`src/rtl/weight_streamer_pkg.sv`:
```
// Shared definitions for the weight streamer: FSM state encoding,
// byte/address widths and the default bank depth.
package weight_streamer_pkg;

  localparam int BYTE_W        = 8;
  localparam int ADDR_W        = 8;
  localparam int DEPTH_DEFAULT = 256;

  typedef enum logic [1:0] {
    WAIT_BANK = 2'd0,
    LO        = 2'd1,
    HI        = 2'd2,
    DONE      = 2'd3
  } state_e;

endpackage

```
`src/rtl/weight_streamer_byte_packer.sv`:
```
// Byte-to-word assembler: holds the low byte until the matching high byte
// arrives, then presents the full word with a one-cycle valid strobe.
// The word register keeps its value between strobes.
module weight_streamer_byte_packer
  import weight_streamer_pkg::*;
#(
  parameter int N = 16
) (
  input  logic              clk,
  input  logic              rst,
  input  logic [BYTE_W-1:0] data_i,
  input  logic              cap_lo_i,
  input  logic              cap_hi_i,
  input  logic              clr_i,
  output logic [N-1:0]      word_o,
  output logic              word_valid_o
);

  localparam int HI_W = N - BYTE_W;

  logic [BYTE_W-1:0] lo_q, lo_d;
  logic [N-1:0]      word_q, word_d;
  logic              valid_q, valid_d;

  // Capture the low byte, or build the word when the high byte lands
  always_comb begin
    lo_d    = lo_q;
    word_d  = word_q;
    valid_d = cap_hi_i;
    if (clr_i) begin
      lo_d = '0;
    end else if (cap_lo_i) begin
      lo_d = data_i;
    end
    if (cap_hi_i) begin
      word_d = {HI_W'(data_i), lo_q};
    end
  end

  // Assembly registers; reset drops any half-built word
  always_ff @(posedge clk or negedge rst) begin
    if (!rst) begin
      lo_q    <= '0;
      word_q  <= '0;
      valid_q <= 1'b0;
    end else begin
      lo_q    <= lo_d;
      word_q  <= word_d;
      valid_q <= valid_d;
    end
  end

  assign word_o       = word_q;
  assign word_valid_o = valid_q;

endmodule

```
`src/rtl/weight_streamer.sv`:
```
// Weight streamer: accepts weight bytes from a host (low byte first),
// assembles N-bit words and writes one bank of DEPTH words at a time into
// a ping-pong SRAM. A bank is only started once the consumer frees it.
module weight_streamer
  import weight_streamer_pkg::*;
#(
  parameter int N     = 16,
  parameter int DEPTH = DEPTH_DEFAULT
) (
  input  logic              clk,
  input  logic              rst,
  input  logic [BYTE_W-1:0] host_data,
  input  logic              host_valid,
  output logic              host_ready,
  input  logic              bank_free,
  input  logic              flush,
  output logic [N-1:0]      weights_in,
  output logic              weights_valid,
  output logic [ADDR_W-1:0] write_addr,
  output logic              bank_sel,
  output logic              bank_done,
  output logic              busy
);

  localparam logic [ADDR_W-1:0] LAST_IDX = ADDR_W'(DEPTH - 1);

  state_e            state_q, state_d;
  logic [ADDR_W-1:0] idx_q, idx_d;
  logic              bank_sel_q, bank_sel_d;
  logic              bank_done_q, bank_done_d;
  logic              last_word;
  logic              cap_lo, cap_hi;

  // The index equals the word being received in HI and the word being
  // strobed, so one comparison serves both the DONE decision and the wrap.
  assign last_word = (idx_q == LAST_IDX);

  // State register
  always_ff @(posedge clk or negedge rst) begin
    if (!rst) begin
      state_q <= WAIT_BANK;
    end else begin
      state_q <= state_d;
    end
  end

  // Next state; flush wins over everything and abandons the bank
  always_comb begin
    state_d = state_q;
    if (flush) begin
      state_d = WAIT_BANK;
    end else begin
      case (state_q)
        WAIT_BANK: if (bank_free)  state_d = LO;
        LO:        if (host_valid) state_d = HI;
        HI:        if (host_valid) state_d = last_word ? DONE : LO;
        DONE:      state_d = WAIT_BANK;
        default:   state_d = WAIT_BANK;
      endcase
    end
  end

  // State-decoded outputs; ready depends on state alone, so in LO/HI a
  // handshake reduces to host_valid
  always_comb begin
    host_ready = 1'b0;
    busy       = 1'b1;
    cap_lo     = 1'b0;
    cap_hi     = 1'b0;
    case (state_q)
      WAIT_BANK: busy = 1'b0;
      LO: begin
        host_ready = 1'b1;
        cap_lo     = host_valid & ~flush;
      end
      HI: begin
        host_ready = 1'b1;
        cap_hi     = host_valid & ~flush;
      end
      default: ;
    endcase
  end

  // Word index, bank select toggle and bank-complete pulse
  always_comb begin
    idx_d       = idx_q;
    bank_sel_d  = bank_sel_q;
    bank_done_d = 1'b0;
    if (flush) begin
      idx_d = '0;
    end else begin
      if (weights_valid) begin
        idx_d = last_word ? '0 : idx_q + ADDR_W'(1);
      end
      if (state_q == DONE) begin
        bank_done_d = 1'b1;
        bank_sel_d  = ~bank_sel_q;
      end
    end
  end

  // Bank bookkeeping registers
  always_ff @(posedge clk or negedge rst) begin
    if (!rst) begin
      idx_q       <= '0;
      bank_sel_q  <= 1'b0;
      bank_done_q <= 1'b0;
    end else begin
      idx_q       <= idx_d;
      bank_sel_q  <= bank_sel_d;
      bank_done_q <= bank_done_d;
    end
  end

  weight_streamer_byte_packer #(
    .N (N)
  ) byte_packer (
    .clk          (clk),
    .rst          (rst),
    .data_i       (host_data),
    .cap_lo_i     (cap_lo),
    .cap_hi_i     (cap_hi),
    .clr_i        (flush),
    .word_o       (weights_in),
    .word_valid_o (weights_valid)
  );

  assign write_addr = idx_q;
  assign bank_sel   = bank_sel_q;
  assign bank_done  = bank_done_q;

endmodule

```
`config.mk`:
```
export PLATFORM = sky130hd
export DESIGN_NAME = weight_streamer
export DESIGN_NICKNAME = d
export VERILOG_FILES = /design/src/rtl/weight_streamer_pkg.sv /design/src/rtl/weight_streamer_byte_packer.sv /design/src/rtl/weight_streamer.sv
export SDC_FILE = /design/constraint.sdc
export NUM_CORES = 1
export LEC_CHECK = 0
export BUFFER_PORTS_ARGS = -buffer_cell sky130_fd_sc_hd__buf_2
export CAP_MARGIN = 20
export CORE_MARGIN = 2
export CORE_UTILIZATION = 50
export CTS_CLUSTER_DIAMETER = 100
export DETAILED_ROUTE_END_ITERATION = 10
export PLACE_DENSITY = 0.74
export REMOVE_ABC_BUFFERS = 1
export SLEW_MARGIN = 10
export SYNTH_ARGS = -nofsm -noshare
export SYNTH_HDL_FRONTEND = slang
export SYNTH_SLANG_ARGS = --single-unit
```
`constraint.sdc`:
```
create_clock -name clk -period 1.8 [get_ports clk]
set_clock_uncertainty 0.05 [all_clocks]
set_input_delay 0 -clock clk [delete_from_list [all_inputs] [get_ports clk]]
set_output_delay 0 -clock clk [all_outputs]
set_load 0.05 [all_outputs]
```
==> impl_metrics.json <==
{
  "cts.reportedPaths.clkPinSlew_ns": 0.10,
  "drv_slew": 0,
  "max-vdd-ir-drop_mv": 1.18,
  "die-height_um": 60.6,
  "outcome": "completed",
  "critPathRequiredTime_ns": 1.96,
  "grt_pass1_wl_um": 5270,
  "grt_max_degree": 38,
  "hold_depth": 2,
  "htree_levels": 2,
  "cts-root-buf": "clkbuf_4",
  "chipWidth_um": 60.6,
  "dr.pass1.iters": 4,
  "setup_slack_ns": 0.209,
  "post_cts_buffers": 0,
  "synth.top_cell.area_share_pct": 57.8,
  "fin_nets": 239,
  "final_area_mm2": 0.00200,
  "io_buffers": 41,
  "syn_avg_cell_area_um2": 9.59,
  "dp_slack_ns": 0.223,
  "syn_inst": 167,
  "drive_above_1_share_pct": 24.4,
  "critical-path-top-delay-family": "flip-flops",
  "crit_path_max_incr_delay_ns": 0.42,
  "critPathSlowestCell": "dfrtp_1",
  "hold_class": "primary input to flip-flop",
  "yosysTopAreaCell": "dfrtp_1",
  "r2r_cells": 6,
  "crit_buf_inv": 1,
  "slew-limit-headroom_pct": 47.5,
  "power.density_mw_per_mm2": 1330,
  "hold_violations": 0,
  "n_antenna_cell": 0,
  "drt_iter0_drc": 54,
  "syn_to_final_growth_pct": 24.8,
  "critPathLaunchType": "flip-flop",
  "num_vias": 1319,
  "final_antenna_net_count": 0,
  "gp_congestion": 0.828,
  "hpwl_um": 2150,
  "core_region_area_mm2": 0.00305,
  "grt_usage_pct": 19.7,
  "drv_cap": 0,
  "yosys_warnings": 0,
  "avgViaCountPerCell": 4.98,
  "syn_area_mm2": 0.00160,
  "crit_arrival_ns": 1.75,
  "cts_inserted_buffers": 5,
  "period_minus_slack_ns": 1.59,
  "grt-ovfl-total": 0,
  "start_util_pct": 52.5,
  "clockBufferDepth": 2,
  "tightest_slew_ns": 0.788,
  "path_common_cell": "o22ai_1",
  "critPathCaptureType": "flip-flop",
  "p_leak_nw": 1.09,
  "fmaxAchievable_mhz": 629,
  "drc": 0,
  "cp_max_fo": 4,
  "io_pins": 42,
  "synth.ff_latch_count": 37,
  "hold_slack_ns": 0.0255,
  "synth_area_leaders": "dfrtp_1 (58%), nand2_1 (14%), ha_1 (3.9%)",
  "crit_chain": "inv_1 -> ha_1 -> nor2_1 -> o22ai_1 -> mux2i_1 -> o22ai_1",
  "worst-path-stages": 6,
  "synth_cell_types": 27,
  "antenna_found_initial": 0,
  "finalPower_w": 0.00267,
  "dieArea_mm2": 0.00367,
  "place_area_mm2": 0.00184,
  "clkSinkCount": 37,
  "r2r_slack_ns": 0.21,
  "yosysSeqAreaShare_pct": 57.8,
  "clock_latency_ns": 0.33,
  "final.setup.tns_ns": 0,
  "fin_crit_sh_pct": 88.4,
  "rows": 20,
  "post_drt_wl_per_cell_um": 12.1,
  "setup_violations": 0,
  "first_global_vias": 1177,
  "rsz0062_at_grt": "false",
  "path_class": "flip-flop to flip-flop",
  "routed_wl_um": 3190,
  "cts_tree": "done"
}
-- path summary, 6_finish.rpt --
| check | to | start |
|---|---|---|
| hold / removal | write_addr[6]$_DFFE_PN0P_ | flush |
| min in group asynchronous | byte_packer.word_o[13]$_DFFE_PN0P_ | rst |
| hold reg to reg | byte_packer.word_o[3]$_DFFE_PN0P_ | byte_packer.word_o[3]$_DFFE_PN0P_ |
| setup reg to reg | state_q[1]$_DFFE_PN0P_ | state_q[0]$_DFFE_PN0P_ |
| setup / recovery | state_q[1]$_DFFE_PN0P_ | state_q[0]$_DFFE_PN0P_ |
| max in group asynchronous | byte_packer.lo_q[7]$_DFFE_PN0P_ | rst |
-- sequential cells by signal, indices dropped and copies added (netlist names) --
register / flops
byte_packer.lo_q: 8
bank_sel: 1
state_q: 2
bank_done: 1
write_addr: 8
byte_packer.word_valid_o: 1
byte_packer.word_o: 16
-- per-layer routing --
metal / GRT usage (%) / vias up / wire length (um)
li1: - / 650 / -
met1: 24.7 / 628 / 1410
met2: 31.8 / 31 / 1560
met3: 5.76 / 10 / 136
met4: 8.70 / 0 / 94
met5: 0 / - / 0
-- cell usage after synthesis, drive strengths merged --
library cell	number
nand2	61
dfrtp	37
nor2	10
a21oi	9
nand3	8
buf	6
ha	5
xor2	5
inv	4
nand4	3
and2	2
mux2i	2
nand3b	2
nor2b	2
o22ai	2
xnor2	2
a31o	1
a31oi	1
and3	1
nor3b	1
o2111ai	1
o21ai	1
or3	1
-- final cells by class --
| cell class | count | area [um2] |
|---|---|---|
| inverters | 4 | 15.0 |
| well taps | 44 | 55.1 |
| clock buffers | 7 | 55.1 |
| multi-input cells | 120 | 627 |
| fillers | 279 | 1050 |
| repair buffers | 53 | 320 |
| flip-flops and latches | 37 | 926 |
-- cells in the final DEF, fill, tap and decap left out, types with 2 or more instances in the layout --
cell type and instances:
a21oi_1 9, and2_1 2, buf_2 41, buf_4 2
clkbuf_4 5, dfrtp_1 37, dlygate4sd3_1 10, ha_1 5
inv_1 3, mux2i_1 2, nand2_1 61, nand3_1 8
nand4_1 3, nor2_1 10, nor2b_1 2, o22ai_1 2
xnor2_1 2, xor2_1 5
-- worst reg2reg max path, cell delays in order, from the launching register on --
cell,delay [ns]
dfrtp_1,0.42
inv_1,0.13
ha_1,0.23
nor2_1,0.06
o22ai_1,0.26
mux2i_1,0.23
o22ai_1,0.09
-- power breakdown --
group	leakage, nW	internal (W)	switching, W
clock	0.0314	0.000184	0.000245
combinational	0.553	0.000278	0.000867
sequential	0.503	0.000994	0.0000985
-- what timing repair did --
action / in CTS / in global routing
hold buffers: 10 / 0
gates resized for setup: 0 / 0
hold endpoints to repair: 53 / 0
-- metrics by stage --
| stage | instances | utilization (%) |
|---|---|---|
| floorplan | 161 | - |
| global placement | 248 | 60.4 |
| detailed placement | 248 | 60.4 |
| CTS | 265 | 65.5 |
| global route | 265 | 65.5 |
| finish | 265 | 65.5 |
-- cell families (layout without fill, tap and decap cells) --
family	Yosys count	after routing	share of synthesized area (%)
muxes	2	2	1.25
DFF	37	37	57.8
and+or+nand+nor	91	91	24.4
AOI/OAI and AO/OA	15	15	5.78
adders and majority gates	5	5	3.91
xor gates and xnor gates	7	7	3.83
buffers and inverters	10	64	3.05
No activity file was read; power rests on OpenSTA's default activity.
